===== src/rtl/scene_pkg.sv =====
// Shared constants and types for the scene sequencer: scene codes, idle code,
// FSM states and the pixel width used by every scene module.
package scene_pkg;

  localparam logic [3:0] STATE_IDLE   = 4'hA;
  localparam logic [3:0] SCENE_MENU   = 4'd0;
  localparam logic [3:0] SCENE_PLAY   = 4'd1;
  localparam logic [3:0] SCENE_RESULT = 4'd2;

  localparam int unsigned PIXEL_W = 12;

  typedef enum logic [1:0] {
    S_IDLE,
    S_ARM,
    S_RUN
  } fsm_e;

  // Scenes wrap from the last one back to the menu.
  function automatic logic [3:0] next_scene(input logic [3:0] cur, input int unsigned num);
    return (32'(cur) == num - 1) ? 4'd0 : cur + 4'd1;
  endfunction

endpackage


===== src/rtl/frame_start_detect.sv =====
// Frame-start strobe: high while the raster position is the top-left pixel (0,0).
module frame_start_detect (
  input  logic [10:0] hcount_in,
  input  logic [9:0]  vcount_in,
  output logic        frame_start_out
);

  assign frame_start_out = (hcount_in == 11'd0) && (vcount_in == 10'd0);

endmodule


===== src/rtl/scene_sequencer.sv =====
// Scene controller: steps menu/play/result through an idle-code blanking frame and muxes
// the active scene's pixel. Optional per-scene watchdog under SCENE_WATCHDOG_EN.
module scene_sequencer
  import scene_pkg::*;
#(
  parameter int unsigned NUM_SCENES     = 3,
  parameter int unsigned TIMEOUT_CYCLES = 65000000
) (
  input  logic                          clk,
  input  logic                          rst_n,
  input  logic [10:0]                   hcount_in,
  input  logic [9:0]                    vcount_in,
  input  logic                          start_in,
  input  logic                          abort_in,
  input  logic [NUM_SCENES-1:0]         finished_in,
  input  logic [NUM_SCENES-1:0]         busy_in,
  input  logic [PIXEL_W*NUM_SCENES-1:0] pixel_in,
  output logic [3:0]                    state_out,
  output logic                          scene_start_out,
  output logic [PIXEL_W-1:0]            pixel_out,
  output logic [7:0]                    rounds_out,
  output logic                          timeout_out
);

  fsm_e               fsm_q, fsm_d;
  logic [3:0]         code_q, code_d;
  logic [3:0]         pending_q, pending_d;
  logic [3:0]         prev_q, prev_d;
  logic               prev_vld_q, prev_vld_d;
  logic               start_q, start_d;
  logic [PIXEL_W-1:0] pixel_q, pixel_d;
  logic [7:0]         rounds_q, rounds_d;
  logic               frame_start;
  logic               cur_fin;
  logic               prev_busy;
  logic               wd_expire;

  frame_start_detect u_frame_start_detect (
    .hcount_in       (hcount_in),
    .vcount_in       (vcount_in),
    .frame_start_out (frame_start)
  );

  function automatic logic [PIXEL_W-1:0] pick_pixel(input logic [3:0] code);
    logic [PIXEL_W-1:0] pix;
    pix = '0;
    for (int i = 0; i < int'(NUM_SCENES); i++) begin
      if (code == 4'(i)) pix = pixel_in[PIXEL_W*i +: PIXEL_W];
    end
    return pix;
  endfunction

  always_comb begin
    cur_fin   = 1'b0;
    prev_busy = 1'b0;
    for (int i = 0; i < int'(NUM_SCENES); i++) begin
      if (code_q == 4'(i)) cur_fin = finished_in[i];
      if (prev_q == 4'(i)) prev_busy = busy_in[i];
    end
  end

`ifdef SCENE_WATCHDOG_EN
  logic [31:0] wd_q;
  logic        timeout_q, timeout_d;

  assign wd_expire = (fsm_q == S_RUN) && (wd_q == 32'(TIMEOUT_CYCLES - 1));

  // Zero on every non-RUN cycle, so each scene entry starts counting from 0.
  always_ff @(posedge clk or negedge rst_n) begin
    if (!rst_n) begin
      wd_q      <= '0;
      timeout_q <= 1'b0;
    end else begin
      wd_q      <= (fsm_q == S_RUN) ? wd_q + 32'd1 : 32'd0;
      timeout_q <= timeout_d;
    end
  end

  always_comb begin
    timeout_d = timeout_q;
    if (!abort_in && wd_expire) timeout_d = 1'b1;
  end

  assign timeout_out = timeout_q;
`else
  assign wd_expire   = 1'b0;
  // Parameter stays referenced so both builds share one interface.
  assign timeout_out = (TIMEOUT_CYCLES == 0) && 1'b0;
`endif

  always_comb begin
    fsm_d      = fsm_q;
    code_d     = code_q;
    pending_d  = pending_q;
    prev_d     = prev_q;
    prev_vld_d = prev_vld_q;
    start_d    = 1'b0;
    rounds_d   = rounds_q;

    if (abort_in) begin
      fsm_d     = S_IDLE;
      code_d    = STATE_IDLE;
      pending_d = SCENE_MENU;
    end else begin
      unique case (fsm_q)
        S_IDLE: begin
          if (start_in) begin
            pending_d  = SCENE_MENU;
            prev_vld_d = 1'b0;
            fsm_d      = S_ARM;
          end
        end
        S_ARM: begin
          if (frame_start && !(prev_vld_q && prev_busy)) begin
            code_d  = pending_q;
            start_d = 1'b1;
            fsm_d   = S_RUN;
          end
        end
        S_RUN: begin
          if (cur_fin || wd_expire) begin
            pending_d  = next_scene(code_q, NUM_SCENES);
            prev_d     = code_q;
            prev_vld_d = 1'b1;
            code_d     = STATE_IDLE;
            fsm_d      = S_ARM;
            if (32'(code_q) == NUM_SCENES - 1) rounds_d = rounds_q + 8'd1;
          end
        end
        default: begin
          fsm_d  = S_IDLE;
          code_d = STATE_IDLE;
        end
      endcase
    end

    // Blank whenever the next cycle is not inside a running scene.
    pixel_d = (fsm_d == S_RUN) ? pick_pixel(code_d) : '0;
  end

  always_ff @(posedge clk or negedge rst_n) begin
    if (!rst_n) begin
      fsm_q      <= S_IDLE;
      code_q     <= STATE_IDLE;
      pending_q  <= SCENE_MENU;
      prev_q     <= SCENE_MENU;
      prev_vld_q <= 1'b0;
      start_q    <= 1'b0;
      pixel_q    <= '0;
      rounds_q   <= '0;
    end else begin
      fsm_q      <= fsm_d;
      code_q     <= code_d;
      pending_q  <= pending_d;
      prev_q     <= prev_d;
      prev_vld_q <= prev_vld_d;
      start_q    <= start_d;
      pixel_q    <= pixel_d;
      rounds_q   <= rounds_d;
    end
  end

  assign state_out       = code_q;
  assign scene_start_out = start_q;
  assign pixel_out       = pixel_q;
  assign rounds_out      = rounds_q;

endmodule


===== config.mk =====
export PLATFORM = sky130hd
export DESIGN_NAME = scene_sequencer
export DESIGN_NICKNAME = d
export VERILOG_FILES = /design/src/rtl/scene_pkg.sv /design/src/rtl/frame_start_detect.sv /design/src/rtl/scene_sequencer.sv
export SDC_FILE = /design/constraint.sdc
export NUM_CORES = 1
export LEC_CHECK = 0
export ABC_AREA = 1
export BUFFER_PORTS_ARGS = -buffer_cell sky130_fd_sc_hd__buf_4
export CAP_MARGIN = 20
export CORE_MARGIN = 2
export CORE_UTILIZATION = 38
export CTS_CLUSTER_SIZE = 20
export DETAILED_ROUTE_END_ITERATION = 12
export PLACE_DENSITY = 0.64
export SLEW_MARGIN = 20
export SYNTH_ARGS = -nofsm -noshare
export SYNTH_HDL_FRONTEND = slang
export SYNTH_SLANG_ARGS = --single-unit

===== constraint.sdc =====
create_clock -name clk -period 4.1 [get_ports clk]
set_input_delay 0.615 -clock clk [delete_from_list [all_inputs] [get_ports clk]]
set_output_delay 0.615 -clock clk [all_outputs]
set_load 0.05 [all_outputs]

==> metrics.yaml <==
power_uw: 803
die_y_um: 80.9
synthMuxAreaShare: 0.00501
dieArea_mm2: 0.00654
syn-instance-count: 312
layout-drive-gt1-share: 0.315
ios: 93
die_x_um: 80.9
num_antenna_cells: 0
area_growth_pct: 35.8
grt_pass1_wl_mm: 9.36
synth.distinct_cells: 31
start_util: 0.386
ys_top_cells_by_area: "dfrtp_1 (38%), inv_1 (11%), nand2_1 (11%)"
cp.required_ns: 4.30
rows: 28
critPathMaxFanout: 13
yosysTopAreaCell: "dfrtp_1"
wl_per_cell_um: 11.5
fin_tns_setup_ns: 0
synthXorXnorAreaFrac: 0.0273
avgSynthCellArea_um2: 7.20
cts_tree: "built"
grt_pass1_vias: 2106
r2r_end: "pixel_out[2]$_DFF_PN0_"
cap_violations: 0
clockBufferDepth: 2
dp_worst_setup_slack_ns: 1.47
dr.pass1.iters: 4
reg2reg_slack_ns: 1.75
ys_warn_count: 0
nFillCells: 568
fmax_mhz: 421
fin_crit_ns: 2.38
tightest_slew_ns: 0.938
crit_chain: "buf_4, inv_1, nand2_1, nor2_1, nand2_1, nor2_2, nand2_2, nand2_1, nand2_1, nand2_1, nand2_2, nor2_4, nand3_1, nand2_1, inv_1, nor2_1"
clkLatencyLatePin_ns: 0.28
drc: 0
ir_drop_uv: 132
clk_pin_slew_ns: 0.07
cp_slowest_stage_delay_ns: 0.34
port_buffers: 91
synth_top_family_by_area: "simple AND/OR/NAND/NOR gates"
cp_top_family: "simple AND/OR/NAND/NOR gates"
globalplace.congestion: 0.872
coreArea_mm2: 0.00582
hold_path.class: "in -> async"
crit_buf_inv: 3
synth_fa_ha_area_frac: 0.00557
p_per_area_mw_per_mm2: 263
vias: 2175
period_share: 0.579
h-tree-depth: 2
cts_root_buffer: "clkbuf_8"
worstSetupEndpointType: "register"
drtIter0Drc: 107
numCtsBuffers: 5
cts_sinks: 36
finalHoldViolations: 0
syn_nets: 380
ys_ff_latch: 36
outcome: "finished clean"
grt_use_total: 0.181
synth_top_area_share: 0.379
finClkSkew_ns: 0.00736
synth-simple-area-share: 0.377
syn_area_mm2: 0.00225
grt_overflow_total: 0
routed_via_density: 4.58
grt_max_degree: 37
report.final.setup_viol: 0
rsz0062_at_grt: "false"
place_hpwl_mm: 4.20
synth_compound_area_frac: 0.0323
cp.arrival_ns: 2.58
crit_slowest_cell: "nand2_1"
cts_setup_buffers: 0
reg2regPathDepth: 12
synth-seq-area-share: 0.402
cts_resized: 0
ant_nets: 0
finalMaxSlewViolations: 0
crit_path_frequent_cell: "nand2_1"
antenna_found_initial: 0
p_leak_uw: 0.00171
max-slew-margin-rel: 0.374
path_class: "in -> reg"
wl_mm: 5.48
cts_hold_buffers: 0
fin_nets: 467
r2r_start: "state_out[1]$_DFF_PN1_"
timing.final.ws_setup_ns: 1.72
start_kind: "input pin"
[final cells by class]
type / instances / area (µm²) / share of cell area
well taps: 75 / 93.8 / 0.0308
flip-flops and latches: 36 / 903 / 0.296
clock buffers: 6 / 72.6 / 0.0238
inverters: 68 / 255 / 0.0837
multi-input cells: 197 / 1010 / 0.330
repair buffers: 91 / 683 / 0.224
clock inverters: 2 / 35.0 / 0.0115
[per-stage QoR]
step | utilization | hold slack [ns] | cells | cell area [µm²]
6_report | 0.525 | 0.273 | 475 | 3050
5_1_grt | 0.525 | 0.311 | 475 | 3050
4_1_cts | 0.525 | 0.292 | 475 | 3050
3_5_place_dp | 0.506 | 0.453 | 467 | 2940
3_3_place_gp | 0.506 | 0.452 | 467 | 2940
2_1_floorplan | - | 0.319 | 312 | 2250
[worst max-delay path by stage]
stage | from | to | slack [ns] | depth (start not counted)
4_1_cts | state_out[1]$_DFF_PN1_ | pixel_out[1]$_DFF_PN0_ | 1.73 | 12
3_3_place_gp | hcount_in[6] | pixel_out[2]$_DFF_PN0_ | 1.47 | 15
5_1_grt | state_out[1]$_DFF_PN1_ | pixel_out[1]$_DFF_PN0_ | 1.48 | 12
2_1_floorplan | state_out[0]$_DFF_PN0_ | pixel_out[10]$_DFF_PN0_ | 2.05 | 15
3_5_place_dp | vcount_in[6] | pixel_out[1]$_DFF_PN0_ | 1.47 | 16
6_report | vcount_in[6] | pixel_out[2]$_DFF_PN0_ | 1.72 | 16
[worst register-to-register path, delay by kind of cell, from the launching register on]
kind	cells	cell delay, ns
buffers and inverters	1	0.05
AO/OA/AOI/OAI	3	0.73
AND/OR/NAND/NOR	8	0.86
flip-flops	1	0.62
[placed cells by master (no fill, tap or decap), drive strengths merged, types with 2 or more instances in the layout]
cell type	synthesis	final
buf	11	91
nand2	69	69
inv	68	68
nand3	46	46
nor2	40	40
dfrtp	34	34
nand4	17	17
a21oi	7	7
clkbuf	0	6
xor2	5	5
o21ai	3	3
xnor2	2	2
dfstp	2	2
and2	2	2
[power breakdown]
group          leakage (µW)  internal, µW  switching (µW)
Sequential         0.000479           359            4.29
Clock             0.0000552           180             120
Combinational       0.00118          64.3            75.5
[per-layer routing]
layer  vias up  part of all wire  wire, µm  track usage
li1       1133                 -         -            -
met1       985              0.46      2510        0.235
met2        48              0.49      2660        0.307
met3         9             0.041       227       0.0300
met4         0             0.015        82       0.0627
met5         -                 0         0            0
[sequential cells by signal, indices dropped and copies added (netlist names)]
register and count:
fsm_q 2, prev_vld_q 1, pending_q 4, state_out 4
scene_start_out 1, prev_q 4, pixel_out 12, rounds_out 8
[synth_stat cells]
library cell  number
a21oi_4            1
nor2_1            26
dfrtp_1           34
and2_4             1
nand3_2            1
and2_1             1
nand3b_1           1
nand4_1           17
buf_2              4
o21ai_0            1
ha_1               1
nor2_4             3
a21oi_2            1
nor2_2            11
nor3_1             1
buf_6              2
buf_4              5
inv_1             66
dfstp_2            2
a21boi_0           1
a21oi_1            5
nand3_1           45
mux2_2             1
conb_1             1
xor2_1             5
nand2_1           64
nand2_4            1
nand2_2            4
inv_2              2
xnor2_1            2
o21ai_1            2
[cell families after synthesis]
group / Yosys count
AND/OR/NAND/NOR: 176
other: 1
flip-flops: 36
XOR/XNOR: 7
buffers and inverters: 79
AO/OA/AOI/OAI: 11
adder cells (fa/ha/maj): 1
multiplexers: 1
(Power assumes the default switching activity.)
